==> src/rtl/snake_head_ctrl.sv <==
// Snake-head motion controller: qualifies one-hot buttons, latches a pending direction and
// steps the head one cell every STEP_DIV enabled cycles. Define SNAKE_WRAP_EN for wrap-around edges.
module snake_head_ctrl #(
  parameter int unsigned WIDTH    = 16,
  parameter int unsigned HEIGHT   = 8,
  parameter int unsigned XW       = 4,
  parameter int unsigned YW       = 4,
  parameter int unsigned STEP_DIV = 4,
  parameter int unsigned START_X  = 0,
  parameter int unsigned START_Y  = 0
) (
  input  logic          clk,
  input  logic          reset,
  input  logic          enable,
  input  logic          restart,
  input  logic          btnUp,
  input  logic          btnDown,
  input  logic          btnLeft,
  input  logic          btnRight,
  output logic [XW-1:0] x,
  output logic [YW-1:0] y,
  output logic [1:0]    dir,
  output logic          step,
  output logic          hit
);

  localparam int unsigned CW = (STEP_DIV > 1) ? $clog2(STEP_DIV) : 1;
  localparam logic [CW-1:0] CNT_LAST = CW'(STEP_DIV - 1);
  localparam logic [XW-1:0] X_LAST   = XW'(WIDTH - 1);
  localparam logic [YW-1:0] Y_LAST   = YW'(HEIGHT - 1);
  localparam logic [XW-1:0] X_START  = XW'(START_X);
  localparam logic [YW-1:0] Y_START  = YW'(START_Y);

  localparam logic [1:0] DIR_RIGHT = 2'd0;
  localparam logic [1:0] DIR_DOWN  = 2'd1;
  localparam logic [1:0] DIR_LEFT  = 2'd2;
  localparam logic [1:0] DIR_UP    = 2'd3;

  typedef enum logic [1:0] {S_IDLE, S_RUN, S_DEAD} state_t;

  state_t        state, state_n;
  logic [1:0]    pend, pend_n, dir_n;
  logic [CW-1:0] cnt, cnt_n;
  logic [XW-1:0] x_n, nx;
  logic [YW-1:0] y_n, ny;
  logic          step_n, hit_n;
  logic [3:0]    btns;
  logic          press_valid;
  logic [1:0]    press_dir;
  logic          terminal;
  logic          blocked;

  // Exactly one button high qualifies a press
  assign btns        = {btnUp, btnLeft, btnDown, btnRight};
  assign press_valid = $onehot(btns);
  assign terminal    = (state == S_RUN) && enable && (cnt == CNT_LAST);

  always_comb begin
    press_dir = DIR_RIGHT;
    case (btns)
      4'b0010: press_dir = DIR_DOWN;
      4'b0100: press_dir = DIR_LEFT;
      4'b1000: press_dir = DIR_UP;
      default: press_dir = DIR_RIGHT;
    endcase
  end

  // Candidate head position for the pending direction; edges are checked before any arithmetic
  always_comb begin
    nx      = x;
    ny      = y;
    blocked = 1'b0;
    unique case (pend)
      DIR_RIGHT:
        if (x == X_LAST) begin
`ifdef SNAKE_WRAP_EN
          nx = '0;
`else
          blocked = 1'b1;
`endif
        end else nx = x + XW'(1);
      DIR_LEFT:
        if (x == '0) begin
`ifdef SNAKE_WRAP_EN
          nx = X_LAST;
`else
          blocked = 1'b1;
`endif
        end else nx = x - XW'(1);
      DIR_DOWN:
        if (y == Y_LAST) begin
`ifdef SNAKE_WRAP_EN
          ny = '0;
`else
          blocked = 1'b1;
`endif
        end else ny = y + YW'(1);
      DIR_UP:
        if (y == '0) begin
`ifdef SNAKE_WRAP_EN
          ny = Y_LAST;
`else
          blocked = 1'b1;
`endif
        end else ny = y - YW'(1);
    endcase
  end

  always_ff @(posedge clk or negedge reset) begin
    if (!reset) state <= S_IDLE;
    else        state <= state_n;
  end

  always_comb begin
    state_n = state;
    if (restart) state_n = S_IDLE;
    else begin
      case (state)
        S_IDLE:  if (press_valid) state_n = S_RUN;
        S_RUN:   if (terminal && blocked) state_n = S_DEAD;
        S_DEAD:  state_n = S_DEAD;
        default: state_n = S_IDLE;
      endcase
    end
  end

  // Datapath next values; reversal is judged against the committed direction
  always_comb begin
    x_n    = x;
    y_n    = y;
    dir_n  = dir;
    pend_n = pend;
    cnt_n  = cnt;
    step_n = 1'b0;
    hit_n  = hit;
    if (restart) begin
      x_n    = X_START;
      y_n    = Y_START;
      dir_n  = DIR_RIGHT;
      pend_n = DIR_RIGHT;
      cnt_n  = '0;
      hit_n  = 1'b0;
    end else begin
      case (state)
        S_IDLE: begin
          cnt_n = '0;
          if (press_valid) pend_n = press_dir;
        end
        S_RUN: begin
          if (press_valid && (press_dir != (dir ^ 2'b10))) pend_n = press_dir;
          if (enable) begin
            if (cnt == CNT_LAST) begin
              cnt_n = '0;
              if (blocked) hit_n = 1'b1;
              else begin
                x_n    = nx;
                y_n    = ny;
                dir_n  = pend;
                step_n = 1'b1;
              end
            end else cnt_n = cnt + CW'(1);
          end
        end
        default: ;
      endcase
    end
`ifdef SNAKE_WRAP_EN
    hit_n = 1'b0;
`endif
  end

  always_ff @(posedge clk or negedge reset) begin
    if (!reset) begin
      x    <= X_START;
      y    <= Y_START;
      dir  <= DIR_RIGHT;
      pend <= DIR_RIGHT;
      cnt  <= '0;
      step <= 1'b0;
      hit  <= 1'b0;
    end else begin
      x    <= x_n;
      y    <= y_n;
      dir  <= dir_n;
      pend <= pend_n;
      cnt  <= cnt_n;
      step <= step_n;
      hit  <= hit_n;
    end
  end

endmodule

==> config.mk <==
export PLATFORM = sky130hd
export DESIGN_NAME = snake_head_ctrl
export DESIGN_NICKNAME = d
export VERILOG_FILES = /design/src/rtl/snake_head_ctrl.sv
export SDC_FILE = /design/constraint.sdc
export NUM_CORES = 1
export LEC_CHECK = 0
export ABC_AREA = 1
export CORE_MARGIN = 8
export CORE_UTILIZATION = 38
export DETAILED_ROUTE_END_ITERATION = 16
export GPL_TIMING_DRIVEN = 0
export PLACE_DENSITY = 0.59
export SLEW_MARGIN = 15
export SYNTH_ARGS = -nofsm -noshare
export SYNTH_HDL_FRONTEND = slang
export SYNTH_SLANG_ARGS = --single-unit
==> constraint.sdc <==
create_clock -name clk -period 2.6 [get_ports clk]
set_input_delay 0.26 -clock clk [delete_from_list [all_inputs] [get_ports clk]]
set_output_delay 0.26 -clock clk [all_outputs]
set_load 0.005 [all_outputs]
==> qor.txt, run 1 <==
YOSYS
--------------------------------------------------------------------------------
Post-synthesis net count ..........................................          222
Syn. warnings .....................................................            0
Largest cells by area after synthesis ............................. dfrtp_1 (32%), nand2_1 (16%), ha_1 (8.0%), nor2_1 (8.0%), inv_1 (7.7%)
Share of Yosys cell area claimed by the top area cell type ........        31.8%
Total standard cell area after synthesis ..........................   1420 sq um
Cell count after synthesis ........................................          202
Sequential element share of the synthesized area ..................        31.8%
Yosys top cell by area ............................................      dfrtp_1
Number of storage elements in the synthesis netlist ...............           18
Synth unique cells ................................................           26
Mean instance size in the synthesized netlist .....................   7.01 sq um

TIMING
--------------------------------------------------------------------------------
Headroom to the max-slew limit ....................................        42.3%
Setup repair after global routing missed its margin ...............        false
Setup slack of the critical path after layout .....................     0.227 ns
Sum of negative setup slack .......................................         0 ns
Minimum clock period after layout .................................      2.37 ns
Maximum clock rate ................................................      421 MHz
Number of max-slew violations in the final report .................            0
Maximum clock skew at final layout ................................   0.00236 ns
Count of endpoints failing setup in the final report ..............            0
Fin crit share ....................................................        91.3%
Number of hold violations in the final report .....................            0
Actual transition at the worst max-transition pin .................     0.863 ns

JOB
--------------------------------------------------------------------------------
Max-capacitance violation count ...................................            0

CTS
--------------------------------------------------------------------------------
Clock latency reported for the late side of the worst-skew pair ...      0.25 ns
TritonCTS Sinks ...................................................           18
Max Buffers Root-to-Sink ..........................................            2
Clk slew on worst S/H paths .......................................      0.07 ns
Number of hold-repair buffers added at the cts stage ..............            0
Root Buffer .......................................................     clkbuf_8
CTS tree ..........................................................         done
Post-CTS sizing ...................................................            0
H-tree depth ......................................................            1
Post-CTS setup-driven buffer insertion count ......................            0
CTS buffer count ..................................................            3

GLOBAL ROUTING
--------------------------------------------------------------------------------
Number of antenna violations at the first check in global routing .            0
Overflow left after global routing ................................            0
Largest net degree at the start of global routing .................           19
Via count of the first global-routing pass ........................         1222
Total global routing track utilization ............................        10.6%
First-pass GRT wire length ........................................      5260 um

DRT
--------------------------------------------------------------------------------
Post-DRT Antenna Nets .............................................            0
Average vias per placed instance ..................................         4.59
Routed length per instance ........................................      10.7 um
Routed WL .........................................................      2910 um
Via count of the routed design ....................................         1248
Number of remaining DRC errors ....................................            0
DRT Pass-1 Iters ..................................................            4
DRT iter0 DRCs ....................................................           53

CRITICAL PATH
--------------------------------------------------------------------------------
Worst Path Max Fanout .............................................            3
Setup crit end kind ...............................................         flop
Setup Crit Path Kind ..............................................    in -> reg
Arrival time reported for the critical path endpoint ..............      2.52 ns
Kind of launch point of the worst setup path ...................... primary input
Critical path required time .......................................      2.75 ns

FINAL LAYOUT
--------------------------------------------------------------------------------
Filler cell count .................................................          374
Utilization after layout ..........................................        47.1%
Final standard cell count with taps included and fillers excluded .          272
Top library cells by usage in the layout, fill and taps aside ..... nand2_1 (59), nor2_1 (30), inv_1 (29)
N_diodes ..........................................................            0
Commonest non-fill, non-tap cell in the layout ....................      nand2_1
Area overhead of the layout relative to synthesis .................        20.8%
Nets ..............................................................          245
Ratio of cells with drive above 1 in the final layout .............        8.48%

POWER
--------------------------------------------------------------------------------
Peak supply drop ..................................................     0.309 mV
Overall power after layout ........................................     0.795 mW
Pwr per Cell Area .................................................  464 nW/um^2
Leakage power figure ..............................................     0.899 nW

PLACEMENT
--------------------------------------------------------------------------------
Post-detail-place hpwl ............................................      2270 um
Post-place setup slack ............................................   -0.0133 ns
Global placer's final weighted congestion .........................        0.780
Port Buf Inserts ..................................................           18
Placed Instances ..................................................          268

DIE
--------------------------------------------------------------------------------
Die boundary width ................................................      77.1 um
Effective utilization at floorplan ................................        39.0%
Std-Cell Core Area ................................................   3630 sq um
Rows ..............................................................           22
I/O pin cnt .......................................................           20
Die Footprint .....................................................   5940 sq um
Die Y .............................................................      77.1 um

HOLD PATH
--------------------------------------------------------------------------------
Hold crit path type ...............................................   reg -> reg

RUN STATUS
--------------------------------------------------------------------------------
Run status ........................................................    completed

metal layers:
metal / vias to the layer above / part of all wire [%] / GRT usage [%]
met2: 22 / 44 / 16.5
met3: 5 / 4.3 / 2.68
met4: 0 / 2.0 / 5.09
li1: 671 / - / -
met5: - / 0 / 0
met1: 550 / 49 / 13.3
cells by family after synthesis:
family          after synthesis  synth area share [%]
simple gates                122                  39.5
compound gates               11                  4.33
xor+xnor                      5                  3.09
buf+inv                      34                  9.10
flops                        18                  31.8
fa+ha+maj                    12                  12.2
state kept, by name, summed over array words and instances, names as in the netlist:
register / cells
x: 4
dir: 2
y: 4
state: 2
cnt: 2
step: 1
pend: 2
hit: 1
cell type report:
class / instances / area [sq um] / area share (%)
timing repair buffer: 18 / 180 / 10.5
tap: 48 / 60.1 / 3.51
inverter: 31 / 116 / 6.80
buffer: 3 / 12.5 / 0.731
multi-input combinational: 150 / 837 / 48.9
clock buffer: 4 / 55.1 / 3.22
sequential: 18 / 450 / 26.3
stage by stage:
| step | instance area, sq um | hold WS [ns] |
|---|---|---|
| floorplan | 1420 | -0.0356 |
| global placement | 1660 | 0.460 |
| detailed placement | 1660 | 0.467 |
| CTS | 1710 | 0.483 |
| global route | 1710 | 0.510 |
| finish | 1710 | 0.475 |
power breakdown:
part	total, mW	switching (mW)	internal, mW
Sequential	0.330	0.0264	0.304
Clock	0.230	0.0959	0.135
Combinational	0.234	0.142	0.0926
Total	0.795	0.264	0.531
cells in the mapped netlist, drive strengths merged:
master  count
a21o        1
a21oi       6
and3        1
buf         1
clkbuf      2
dfrtp      18
fa          3
ha          9
inv        31
nand2      63
nand3      19
nand3b      2
nand4       2
nor2       34
nor3        1
o21ai       4
xnor2       4
xor2        1
path summary, 6_finish.rpt:
kind | from | to | slack (ns) | cells past startpoint
setup / recovery | btnUp | pend[0] | 0.23 | 12
hold / removal | state[1] | state[1] | 0.48 | 2
setup reg to reg | pend[0] | x[3] | 0.87 | 11
hold reg to reg | state[1] | state[1] | 0.48 | 2
max in group asynchronous | reset | cnt[0] | 1.57 | 1
min in group asynchronous | reset | dir[1] | 0.50 | 1
critical path, stage by stage:
cell	delay [ns]
clkdlybuf4s50_1	0.49
inv_1	0.09
fa_1	0.55
inv_1	0.04
ha_1	0.17
ha_1	0.26
nor2_1	0.10
nand2_1	0.09
a21oi_1	0.24
nand2_1	0.11
nand2_1	0.07
nand2_1	0.05
No activity file was read; power rests on OpenSTA's default activity.
==> inputs of run 2 (changes only) <==
==> constraint.sdc (replaced) <==
create_clock -name clk -period 2.55 [get_ports clk]
set_input_delay 0.255 -clock clk [delete_from_list [all_inputs] [get_ports clk]]
set_output_delay 0.255 -clock clk [all_outputs]
set_load 0.005 [all_outputs]
==> results of run 2 <==
The final DEF is identical to that of run 1. Status: completed.
Main changes from that run: setup slack after placement -0.0133 ns -> -0.0583 ns; setup slack after layout 0.227 ns -> 0.182 ns; register-to-register setup slack 0.87 ns -> 0.82 ns; total power 0.795 mW -> 0.810 mW; worst IR drop on VDD 0.309 mV -> 0.316 mV
